<file path="src/rtl/caojiji_pkg.sv">
// Shared types and frame tables for the caojiji sprite path.
// The state encoding matches state_out of the caojiji animation FSM.
package caojiji_pkg;

    typedef enum logic [1:0] {
        STAND  = 2'd0,
        ATTACK = 2'd1,
        MOVEL  = 2'd2,
        MOVER  = 2'd3
    } anim_state_t;

    localparam int NUM_FRAMES = 26;
    localparam int IDX_W      = $clog2(NUM_FRAMES);

    localparam logic [3:0]       FRAME_CNT  [4] = '{4'd8, 4'd9, 4'd5, 4'd4};
    localparam logic [IDX_W-1:0] FRAME_BASE [4] = '{5'd0, 5'd8, 5'd17, 5'd22};

    function automatic anim_state_t sanitise_state(input logic [7:0] st);
        return (st > 8'd3) ? STAND : anim_state_t'(st[1:0]);
    endfunction

    // Global frame number (base + clamped frame) for an FSM snapshot.
    function automatic logic [IDX_W-1:0] frame_index(input logic [7:0] st,
                                                     input logic [7:0] fr);
        anim_state_t s;
        logic [3:0]  f;
        s = sanitise_state(st);
        if (fr >= {4'd0, FRAME_CNT[s]}) f = FRAME_CNT[s] - 4'd1;
        else                            f = fr[3:0];
        return FRAME_BASE[s] + IDX_W'(f);
    endfunction

endpackage

</file>
<file path="src/rtl/caojiji_anim_snapshot.sv">
// Synchronises frame_clk and captures a sanitised animation snapshot on each
// rising edge, so the pixel pipeline never sees the FSM change mid-frame.
module caojiji_anim_snapshot
    import caojiji_pkg::*;
(
    input  logic             Clk,
    input  logic             Reset_n,
    input  logic             frame_clk,
    input  logic [7:0]       anim_state,
    input  logic [7:0]       anim_frame,
    output logic [IDX_W-1:0] frame_idx
);

    logic fclk_meta;
    logic fclk_sync;
    logic fclk_prev;
    logic frame_rise;

    assign frame_rise = fclk_sync & ~fclk_prev;

    // NOTE: sequential state uses non-blocking assignments so every flop samples
    // pre-edge values and the two-flop synchroniser really is two stages.
    always_ff @(posedge Clk or negedge Reset_n) begin
        if (!Reset_n) begin
            fclk_meta <= 1'b0;
            fclk_sync <= 1'b0;
            fclk_prev <= 1'b0;
            frame_idx <= '0;
        end else begin
            fclk_meta <= frame_clk;
            fclk_sync <= fclk_meta;
            fclk_prev <= fclk_sync;
            if (frame_rise) frame_idx <= frame_index(anim_state, anim_frame);
        end
    end

endmodule

</file>
<file path="src/rtl/caojiji_sprite_addr.sv">
// Sprite ROM addressing: hit test -> address -> ROM return/transparency, 3 Clk latency.
// Define CAOJIJI_SPRITE_BBOX_EN to draw a solid outline on the sprite bounding box.
module caojiji_sprite_addr
    import caojiji_pkg::*;
#(
    parameter int                 SPR_W      = 64,
    parameter int                 SPR_H      = 64,
    parameter int                 ADDR_W     = 17,
    parameter int                 COLOR_W    = 4,
    parameter logic [COLOR_W-1:0] TRANSP_IDX = '0
) (
    input  logic               Clk,
    input  logic               Reset_n,
    input  logic               frame_clk,
    input  logic [7:0]         anim_state,
    input  logic [7:0]         anim_frame,
    input  logic [10:0]        char_x,
    input  logic [10:0]        char_y,
    input  logic [9:0]         DrawX,
    input  logic [9:0]         DrawY,
    input  logic               pix_valid,
    output logic [ADDR_W-1:0]  rom_addr,
    input  logic [COLOR_W-1:0] rom_data,
    output logic               sprite_on,
    output logic [COLOR_W-1:0] sprite_idx,
    output logic               out_valid
);

    localparam int LOG_W = $clog2(SPR_W);
    localparam int LOG_H = $clog2(SPR_H);

    logic [IDX_W-1:0] frame_idx;

    caojiji_anim_snapshot u_snapshot (
        .Clk        (Clk),
        .Reset_n    (Reset_n),
        .frame_clk  (frame_clk),
        .anim_state (anim_state),
        .anim_frame (anim_frame),
        .frame_idx  (frame_idx)
    );

    // S1: sprite-relative coordinates; bit 11 set means left of / above the sprite.
    logic [11:0] rx;
    logic [11:0] ry;
    logic        in_x;
    logic        in_y;
    logic        hit;

    assign rx   = {2'b00, DrawX} - {char_x[10], char_x};
    assign ry   = {2'b00, DrawY} - {char_y[10], char_y};
    assign in_x = ~rx[11] & (rx < 12'(SPR_W));
    assign in_y = ~ry[11] & (ry < 12'(SPR_H));
    assign hit  = pix_valid & in_x & in_y;

    logic             s1_valid;
    logic             s1_hit;
    logic [LOG_W-1:0] s1_rx;
    logic [LOG_H-1:0] s1_ry;

    always_ff @(posedge Clk or negedge Reset_n) begin
        if (!Reset_n) begin
            s1_valid <= 1'b0;
            s1_hit   <= 1'b0;
            s1_rx    <= '0;
            s1_ry    <= '0;
        end else begin
            s1_valid <= pix_valid;
            s1_hit   <= hit;
            s1_rx    <= rx[LOG_W-1:0];
            s1_ry    <= ry[LOG_H-1:0];
        end
    end

    // S2: power-of-two sprite dimensions turn the address into shifted fields.
    logic [ADDR_W-1:0] addr_next;
    logic              s2_valid;
    logic              s2_hit;

    assign addr_next = (ADDR_W'(frame_idx) << (LOG_W + LOG_H))
                     | (ADDR_W'(s1_ry) << LOG_W)
                     | ADDR_W'(s1_rx);

    always_ff @(posedge Clk or negedge Reset_n) begin
        if (!Reset_n) begin
            s2_valid <= 1'b0;
            s2_hit   <= 1'b0;
            rom_addr <= '0;
        end else begin
            s2_valid <= s1_valid;
            s2_hit   <= s1_hit;
            if (s1_hit) rom_addr <= addr_next;
        end
    end

    // S3: rom_data for the S2 address arrives alongside these flops, so the
    // colour decision is combinational on the ROM return.
    logic s3_hit;
    logic opaque;

    always_ff @(posedge Clk or negedge Reset_n) begin
        if (!Reset_n) begin
            out_valid <= 1'b0;
            s3_hit    <= 1'b0;
        end else begin
            out_valid <= s2_valid;
            s3_hit    <= s2_hit;
        end
    end

    assign opaque = (rom_data != TRANSP_IDX);

`ifdef CAOJIJI_SPRITE_BBOX_EN
    logic edge_px;
    logic s1_edge;
    logic s2_edge;
    logic s3_edge;

    assign edge_px = (rx[LOG_W-1:0] == '0) | (rx[LOG_W-1:0] == '1)
                   | (ry[LOG_H-1:0] == '0) | (ry[LOG_H-1:0] == '1);

    always_ff @(posedge Clk or negedge Reset_n) begin
        if (!Reset_n) begin
            s1_edge <= 1'b0;
            s2_edge <= 1'b0;
            s3_edge <= 1'b0;
        end else begin
            s1_edge <= edge_px;
            s2_edge <= s1_edge;
            s3_edge <= s2_edge;
        end
    end

    assign sprite_on  = s3_hit & (opaque | s3_edge);
    assign sprite_idx = !sprite_on ? '0 : (s3_edge ? '1 : rom_data);
`else
    assign sprite_on  = s3_hit & opaque;
    assign sprite_idx = sprite_on ? rom_data : '0;
`endif

endmodule
</file>
<file path="config.mk">
export PLATFORM = sky130hd
export DESIGN_NAME = caojiji_sprite_addr
export DESIGN_NICKNAME = d
export VERILOG_FILES = /design/src/rtl/caojiji_pkg.sv /design/src/rtl/caojiji_anim_snapshot.sv /design/src/rtl/caojiji_sprite_addr.sv
export SDC_FILE = /design/constraint.sdc
export NUM_CORES = 1
export LEC_CHECK = 0
export CORE_MARGIN = 10
export CORE_UTILIZATION = 47
export DETAILED_ROUTE_END_ITERATION = 8
export GPL_TIMING_DRIVEN = 0
export HOLD_SLACK_MARGIN = 0.1
export PLACE_DENSITY_LB_ADDON = 0.3
export SYNTH_ARGS = -nofsm -noshare
export SYNTH_HDL_FRONTEND = slang
export SYNTH_SLANG_ARGS = --single-unit
</file>
<file path="constraint.sdc">
create_clock -name Clk -period 1.8 [get_ports Clk]
set_input_delay 0.18 -clock Clk [delete_from_list [all_inputs] [get_ports Clk]]
set_output_delay 0.18 -clock Clk [all_outputs]
set_load 0.005 [all_outputs]
</file>
Word level (Yosys, flattened, before mapping)
Index checks and enable logic that the tools add are counted.
{ "op_classes": {"n_addsub": 4, "mul": 0, "div": 0, "n_lt_le_gt_ge": 5, "n_eq_ne": 0, "shifts": 0, "n_mux": 10, "bitwise": 12, "n_reduce_logical": 1} }
{ "ops": {"columns": ["operator", "count"], "rows": [
  ["$lt 12x7->1 const B", 2],
  ["$sub 11x11->12", 2],
  ["$mux 4", 5],
  ["$or 17x12->17", 1],
  ["$or 17x6->17", 1],
  ["$bmux 5 s2", 1],
  ["$mux 5", 2],
  ["$bmux 4 s2", 1],
  ["$ge 8x4->1", 1],
  ["$gt 8x2->1 const B", 1],
  ["$and 1x1->1", 6],
  ["$add 5x4->5", 1],
  ["$reduce_bool 4->1", 1],
  ["$sub 4x1->4 const B", 1],
  ["$ge 3x3->1 const B", 1],
  ["$not 1->1", 3],
  ["$not 2->3", 1],
  ["$mux 2", 1]
]} }
{ "word_totals": {"reg_bits": 43, "latchBits": 0, "mem_bits_rw": 0, "mem_bits_ro": 0, "elab_cells": 45, "mem_count": 0} }

Logic depth before layout (Yosys ltp)
Gate-level depths: netlist (run 1).
{ "depth": {"depth_word": 10, "depth_mapped": 19} }

By module
Synthesis (run 1) repeated with hierarchy kept, for this count alone.
{ "unflattened": {"cells_unflattened": 263, "area_unflattened_um2": 2743.9} }
{ "by_module_without_submodules": {"columns": ["mod", "instances", "cells_each", "area_per_inst_um2", "seq_area_each_um2"], "rows": [
  ["caojiji_sprite_addr", 1, 210, 2164.6, 875.8],
  ["caojiji_anim_snapshot", 1, 53, 579.3, 200.2]
]} }

Worst setup path before layout (run 1)
No wires, ideal clock.
{ "synth_path": {"path_kind": "input -> register", "from": "input anim_state[2]", "to": "register u_snapshot.frame_idx[4]", "setup_time_ns": 0.131, "t_arrival_ns": 3.383, "t_required_ns": 1.669, "setup_slack_ns": -1.714, "path_stages": 18, "n_path_buf": 0, "cell_sequence": "or4_1 nor3_1 nand2_1 ha_1 inv_1 ha_1 nor2_1 a21boi_0 o21ai_0 nand3_1 nand2_1 o21ai_0 ha_1 fa_1 a21o_1 a21oi_1 xnor2_1 o21ai_0"} }
{ "synth_via": {"elab_chain_cells": 10, "word_cells_on_any_way": 14} }
{ "synth_rtl": {"columns": ["element", "line_no", "source"], "rows": [
  ["start: declaration", "caojiji_sprite_addr.sv:15", "input logic [7:0] anim_state,"],
  ["$gt 8x2->1 (*)", "caojiji_pkg.sv:19", "return (st > 8'd3) ? STAND : anim_state_t'(st[1:0]);"],
  ["$mux 2 (*)", "caojiji_pkg.sv:19", null],
  ["$not 2->3 (implied by the code) (*)", "caojiji_pkg.sv:28, caojiji_pkg.sv:30", null],
  ["$bmux 4 s2", "caojiji_pkg.sv:28", "if (fr >= {4'd0, FRAME_CNT[s]}) f = FRAME_CNT[s] - 4'd1;"],
  ["$mux 4 (implied by the code) (2 in a row)", "caojiji_pkg.sv:28", null],
  ["$ge 8x4->1 / $sub 4x1->4 (equally long branches)", "caojiji_pkg.sv:28", null],
  ["$mux 4", "caojiji_pkg.sv:28", null],
  ["$mux 4", "caojiji_anim_snapshot.sv:33", "if (frame_rise) frame_idx <= frame_index(anim_state, anim_frame);"],
  ["$add 5x4->5 (*)", "caojiji_pkg.sv:30", "return FRAME_BASE[s] + IDX_W'(f);"],
  ["end signal: assignment", "caojiji_anim_snapshot.sv:33", null],
  ["end: declaration", "caojiji_anim_snapshot.sv:11", "output logic [IDX_W-1:0] frame_idx"]
]} }
Every way passes the cells marked *; elsewhere a longest branch is shown, timed or not. The select of a mux whose other input is x is not followed.
A chain may end at the register's enable or synchronous reset.

Worst setup path after layout (run 1)
{ "layout_path": {"from": "input anim_state[7]", "to": "register u_snapshot.frame_idx[4]"} }
The elaborated chain is that of the path after synthesis.

==> results.txt, run 1 <==
Avg Cell Area, Syn = 10.1 sq um
Synth Net Count = 373
Buffers on Ports = 88
Worst Hold Path EP = s1_rx[0]
Slew headroom = 0.401
final hold slack = 0.144 ns
Ports = 89
Synth Instances = 274
# clock sinks = 43
drt via density = 5.23
Final Wtd Congestion = 0.896
post-synth top area cell = dfrtp_1
sequential area share after synthesis = 0.389
via count = 2486
R2R depth = 3
RSZ-0062 raised after global routing = yes
Setup crit end kind = flop
clock transition time at the flip-flop clock pins of the worst setup and hold paths = 0.08 ns
final core utilization = 0.799
Max Cap Viol = 0
post-layout minimum cycle time = 3.35 ns
Fmax = 299 MHz
worst reg2reg path endpoint = rom_addr[14]
Peak VDD IR = 0.363 mV
NetSw = 691 uW
combinational share of power = 0.308
top area cells in the synthesized netlist = dfrtp_1 39%, ha_1 14%, mux2_2 8.5%
NumNets Final = 501
CTS root buffer = clkbuf_8
initial detailed-routing violation count = 100
die width = 96.7 um
Final WS setup = -1.55 ns
Floorplan Core Area = 0.00561 sq mm
total gr overflow = 0
Clock Path Buffers = 2
vias in the first global route = 2574
worst hold path type = in2reg
Post-Place Cell Area = 0.00384 sq mm
Yosys reg bits = 43
share of layout cells above drive strength 1 = 0.325
PD cells = 543 mW/mm^2
WP data arrival = 3.51 ns
Tot GR Track Use = 0.150
Final period util = 1.86
most common cell after layout, fill and taps aside = clkdlybuf4s50_1
antenna violations before repair = 0
diode count = 0
post-DR wirelength/cell = 16.5 um
final instance area = 0.00448 sq mm
failing checks = negative setup slack
number of buffers created by CTS = 5
Post-Route Skew = 0.00526 ns
Sum Neg Setup Slack = -7.39 ns
register area = 0.00108 sq mm
internal power = 1.74 mW
Clk Latency, worst-skew pair = 0.29 ns
crit path launch type = input port
Net Sw Frac = 0.284
initial core utilization = 0.494
reg2reg start = s1_hit
Clock Power Share = 0.258
outcome = finished, violations left
r2r setup slk = 0.20 ns
Critical Path Fanout Max = 5
# fillers = 360
Worst Tran Pin Value = 0.898 ns
CTS tree = yes
Final Max Tran Viols = 0
area of the multi-input gates = 0.00191 sq mm
Die Height = 96.7 um
asr flop ratio synth = 1.00
first-pass GRT wire length = 12.2 mm
dpl ws = -2.10 ns
drt drc = 0
# rows = 27
area of the die = 0.00936 sq mm
share of the synthesized area in the top cell type = 0.389
leakage = 2.10 nW
Area Growth Syn to Fin = 61.8%
register share of total power = 0.434
Top FF cell, synth = dfrtp_1
Hold Path Stages = 3
drt first pass iters = 4
Post-synth EDFFs = 0
largest net degree at the start of global routing = 44
commonest non-fill, non-tap cells in the layout = 63 x clkdlybuf4s50_1, 43 x dfrtp_1, 30 x buf_4, 20 x mux2_2, 20 x inv_1
Crit Path Class = in2reg
number of routed nets with antenna violations = 0
hpwl dp = 5.23 mm
YS warnings = 0
final hold vios = 0
post-synth cell types = 48
hold path startpoint = char_x[0]
Mapped Area = 0.00277 sq mm
final WL = 7.86 mm
Max H-tree Level = 2
# setup viols final = 6
CP Data Required Time = 1.96 ns
[worst max-delay path: stages]
cell and delay [ns]:
buf_6 0.09, or4_4 0.53, nor3_4 0.22, nand2_2 0.10
inv_2 0.09, ha_4 0.21, inv_2 0.07, ha_4 0.21
nor2_4 0.09, a21boi_2 0.06, o21ai_1 0.18, nand3_2 0.19
nand2_2 0.12, o21ai_2 0.06, ha_2 0.20, fa_2 0.37
a21o_1 0.18, a21oi_2 0.14, xnor2_1 0.14, o21ai_1 0.08
[cell families after synthesis]
| group | after synthesis | synth area share |
|---|---|---|
| muxes | 22 | 0.0891 |
| AOI/OAI and AO/OA | 59 | 0.149 |
| and+or+nand+nor | 70 | 0.130 |
| xor gates and xnor gates | 12 | 0.0380 |
| DFF | 43 | 0.389 |
| buffers and inverters | 35 | 0.0475 |
| adders and majority gates | 33 | 0.157 |
[synthesized netlist by cell type (2+ instances only)]
| master | n |
|---|---|
| and2_1 | 6 |
| nand3_1 | 5 |
| a21boi_0 | 2 |
| a21oi_1 | 16 |
| dfrtp_1 | 43 |
| and3_1 | 4 |
| or4_1 | 3 |
| nor4_1 | 2 |
| or2_2 | 2 |
| a31oi_1 | 3 |
| a211oi_1 | 2 |
| ha_1 | 30 |
| clkbuf_1 | 4 |
| o31a_1 | 2 |
| nor2b_1 | 3 |
| nor2_1 | 15 |
| nand2_1 | 15 |
| inv_1 | 31 |
| o21ai_0 | 8 |
| o21a_1 | 4 |
| a21o_1 | 7 |
| nor3_1 | 4 |
| mux2_2 | 21 |
| fa_1 | 3 |
| xor2_1 | 3 |
| xnor2_1 | 9 |
| nand2b_1 | 6 |
[worst max-delay path by stage]
stage,cells after the start,slack [ns],to,from
detailed placement,20,-2.10,u_snapshot.frame_idx[4],anim_state[6]
floorplan,17,-1.46,u_snapshot.frame_idx[4],anim_state[6]
CTS,18,-1.37,u_snapshot.frame_idx[4],anim_state[2]
global placement,19,-2.03,u_snapshot.frame_idx[4],anim_state[6]
finish,20,-1.55,u_snapshot.frame_idx[4],anim_state[7]
global route,20,-1.71,u_snapshot.frame_idx[4],anim_state[7]
[repair_timing]
item,4_1_cts,5_1_grt
hold buffers,1,0
endpoints found under the hold margin,43,0
setup buffers,24,9
pin swaps,38,35
setup endpoints to repair,6,16
gates resized for setup,76,27
[sequential cells by signal, indices dropped and copies added (netlist names)]
name and count:
rom_addr 17, s3_hit 1, u_snapshot.fclk_sync 1, s1_valid 1, u_snapshot.frame_idx 5, s1_hit 1
s2_hit 1, s1_ry 6, s1_rx 6, u_snapshot.fclk_meta 1, s2_valid 1, u_snapshot.fclk_prev 1
out_valid 1
[per-layer routing]
metal / wire (um) / part of all wire / track usage / up-vias
met2: 4250 / 0.54 / 0.279 / 70
li1: - / - / - / 1219
met4: 35 / 0.0045 / 0.0406 / 0
met5: 0 / 0 / 0 / -
met1: 3190 / 0.41 / 0.165 / 1191
met3: 381 / 0.048 / 0.0348 / 6
[through the flow]
stage / instances / power, mW
finish: 475 / 2.43
global route: 475 / 2.58
CTS: 466 / 2.39
detailed placement: 434 / 1.66
global placement: 434 / 1.64
floorplan: 274 / 1.40
[power by group through the flow]
| stage | logic (mW) | clock network [mW] | registers, mW |
|---|---|---|---|
| 2_1_floorplan | 0.328 | 0 | 1.07 |
| 3_3_place_gp | 0.569 | 0 | 1.07 |
| 3_5_place_dp | 0.582 | 0 | 1.08 |
| 4_1_cts | 0.684 | 0.651 | 1.06 |
| 5_1_grt | 0.818 | 0.698 | 1.06 |
| 6_report | 0.748 | 0.627 | 1.06 |
[cell type report]
cell class	instances	share of cell area
plain buffers	3	0.00279
clock buffers	5	0.0154
clock inverters	3	0.00587
inverters	31	0.0288
multi-input cells	196	0.427
flip-flops and latches	43	0.240
well taps	72	0.0201
repair buffers	122	0.260
Note: power is estimated with default switching activity, not from simulation.
==> inputs of run 2 (changes only) <==
- PLACE_DENSITY_LB_ADDON: 0.3 -> 0.25
==> run 2 against run 1 <==
Effect of this change: the run still ends with negative setup slack left; die area stayed put; clock-buffer cell count is 1 higher; maximum frequency is 3.0% higher; clock power is 36% higher; first-iteration DRC count is 11% higher; combinational power is 2% higher; wire length is 1.2% higher; sequential share of layout area is 0.18 points higher; core utilization is 0.58 points lower; critical path depth is 3 lower; final cell count is 0.63% lower.
==> results.txt, run 2 (synthesis results as in run 1) <==
outcome = finished, violations left (unchanged)
failing checks = negative setup slack (unchanged)
Final Max Tran Viols = 0 (unchanged)
hpwl dp = 5.30 mm (was 5.23 mm)
Ports = 89 (unchanged)
final WL = 7.96 mm (was 7.86 mm)
Top reg by flops = rom_addr (unchanged)
via count = 2536 (was 2486)
RSZ-0062 raised after global routing = yes (unchanged)
drt via density = 5.37 (was 5.23)
Max stage delay on crit path = 0.53 ns (about the same)
first-pass GRT wire length = 12.5 mm (was 12.2 mm)
# clock sinks = 43 (unchanged)
total gr overflow = 0 (unchanged)
Peak VDD IR = 0.419 mV (was 0.363 mV)
Max H-tree Level = 2 (unchanged)
area of the die = 0.00936 sq mm (unchanged)
Worst Tran Pin Value = 0.896 ns (was 0.898 ns)
area of the multi-input gates = 0.00190 sq mm (was 0.00191 sq mm)
diode count = 0 (unchanged)
Post-Place Cell Area = 0.00384 sq mm (unchanged)
CTS root buffer = clkbuf_8 (unchanged)
Post-Route Skew = 0.00310 ns (was 0.00526 ns)
Max Cap Viol = 0 (unchanged)
CP Data Required Time = 1.96 ns (about the same)
final instance area = 0.00445 sq mm (was 0.00448 sq mm)
share of layout cells above drive strength 1 = 0.320 (was 0.325)
Setup crit end kind = flop (unchanged)
NumNets Final = 498 (was 501)
largest net degree at the start of global routing = 44 (unchanged)
final hold vios = 0 (unchanged)
most common cell after layout, fill and taps aside = clkdlybuf4s50_1 (unchanged)
Critical Path Fanout Max = 5 (unchanged)
post-DR wirelength/cell = 16.9 um (was 16.5 um)
crit path launch type = input port (unchanged)
PD cells = 601 mW/mm^2 (was 543 mW/mm^2)
Crit Path Class = in2reg (unchanged)
Final WS setup = -1.45 ns (was -1.55 ns)
post-layout minimum cycle time = 3.25 ns (was 3.35 ns)
Clock Path Buffers = 2 (unchanged)
crit path cell chain = buf_6, or4_4, nor3_4, nand2_2, ha_4, inv_4, ha_4, nor2_2, a21boi_1, o21ai_1, nand3_2, mux2_4, fa_2, a21o_1, a21oi_2, xnor2_1, o21ai_1 (was buf_6, or4_4, nor3_4, nand2_2, inv_2, ha_4, inv_2, ha_4, nor2_4, a21boi_2, o21ai_1, nand3_2, nand2_2, o21ai_2, ha_2, fa_2, a21o_1, a21oi_2, xnor2_1, o21ai_1)
worst hold path type = in2reg (unchanged)
Final Wtd Congestion = 0.909 (was 0.896)
commonest non-fill, non-tap cells in the layout = 62 x clkdlybuf4s50_1, 43 x dfrtp_1, 28 x buf_4, 20 x mux2_2, 19 x inv_1 (was 63 x clkdlybuf4s50_1, 43 x dfrtp_1, 30 x buf_4, 20 x mux2_2, 20 x inv_1)
dpl ws = -2.12 ns (was -2.10 ns)
Die Height = 96.7 um (unchanged)
# setup viols final = 6 (unchanged)
Fmax = 308 MHz (was 299 MHz)
leakage = 2.06 nW (was 2.10 nW)
initial detailed-routing violation count = 111 (was 100)
register area = 0.00108 sq mm (unchanged)
biggest regs = rom_addr: 17 flops, s1_rx: 6 flops, s1_ry: 6 flops (unchanged)
antenna violations before repair = 0 (unchanged)
Area Growth Syn to Fin = 60.6% (was 61.8%)
Largest register FFs = 17 (unchanged)
# rows = 27 (unchanged)
# fillers = 364 (was 360)
number of routed nets with antenna violations = 0 (unchanged)
Slew headroom = 0.402 (was 0.401)
clock transition time at the flip-flop clock pins of the worst setup and hold paths = 0.07 ns (was 0.08 ns)
Buffers on Ports = 88 (unchanged)
number of buffers created by CTS = 5 (unchanged)
Clk Latency, worst-skew pair = 0.29 ns (about the same)
WP data arrival = 3.41 ns (was 3.51 ns)
drt drc = 0 (unchanged)
Floorplan Core Area = 0.00561 sq mm (unchanged)
Final period util = 1.81 (was 1.86)
CTS tree = yes (unchanged)
vias in the first global route = 2685 (was 2574)
Tot GR Track Use = 0.156 (was 0.150)
die width = 96.7 um (unchanged)
initial core utilization = 0.494 (unchanged)
Crit-path slowest cell = or4_4 (unchanged)
drt first pass iters = 5 (was 4)
final hold slack = 0.159 ns (was 0.144 ns)
-- run 2: changes by cell type in the layout (fill, tap and decap cells not counted), sizes merged --
cell           previous run  this run
inv                      34        31
clkdlybuf4s50            63        62
buf                      39        36
bufinv                    0         2
dlygate4sd2              10        16
clkbuf                    8         9
dlymetal6s2s              7         2
-- run 2: what timing repair did --
action | CTS | global route
gates resized for setup | 86 | 16
pin swaps | 41 | 15
buffers inserted | 24 | 6
setup endpoints to repair | 6 | 16
endpoints found under the hold margin | 43 | 0
hold buffers | 1 | 0
-- run 2: final timing paths --
check | startpoint | end | slack, ns | cells after the start
hold / removal | char_x[0] | s1_rx[0] | 0.16 | 3
setup reg to reg | s1_hit | rom_addr[15] | 0.20 | 3
setup / recovery | anim_state[2] | u_snapshot.frame_idx[4] | -1.45 | 17
hold reg to reg | s2_hit | s3_hit | 0.35 | 0
min in group asynchronous | Reset_n | rom_addr[14] | 0.55 | 2
max in group asynchronous | Reset_n | u_snapshot.frame_idx[4] | 0.69 | 2
-- run 2: metal layers --
metal / vias up / track usage / routed length (um)
li1: 1209 / - / -
met1: 1224 / 0.160 / 3010
met2: 87 / 0.296 / 4380
met3: 16 / 0.0426 / 420
met4: 0 / 0.0474 / 146
met5: - / 0 / 0
-- run 2: stage by stage --
stage / setup TNS (ns) / util / total power, mW / cells
2_1_floorplan: -6.72 / - / 1.40 / 274
3_3_place_gp: -30.38 / 0.685 / 1.64 / 434
3_5_place_dp: -11.12 / 0.684 / 1.66 / 434
4_1_cts: -6.23 / 0.774 / 2.63 / 466
5_1_grt: -7.48 / 0.793 / 2.82 / 472
6_report: -6.86 / 0.793 / 2.67 / 472
-- run 2: power by group --
| group | switching, mW | internal, mW |
|---|---|---|
| clock network | 0.300 | 0.554 |
| logic | 0.340 | 0.420 |
| registers | 0.0223 | 1.04 |
| total | 0.662 | 2.01 |
-- run 2: area by class of cell --
cell class | instances | share of cell area
clock inverters | 2 | 0.0135
multi-input cells | 196 | 0.428
clock buffers | 6 | 0.0163
flip-flops and latches | 43 | 0.242
inverters | 31 | 0.0296
plain buffers | 3 | 0.00281
well taps | 72 | 0.0203
repair buffers | 119 | 0.248
-- run 2: worst max-delay path, delay by kind of cell --
family	cells	cell delay (ns)
adder cells (fa/ha/maj)	3	0.89
AO/OA/AOI/OAI	5	0.67
AND/OR/NAND/NOR	5	1.06
XOR/XNOR	1	0.13
multiplexers	1	0.36
buffers and inverters	2	0.12
==> inputs of run 3 (changes only) <==
- GPL_ROUTABILITY_DRIVEN: unset -> 0
==> results of run 3 <==
The final DEF is identical to that of run 2; final timing and power are the same.
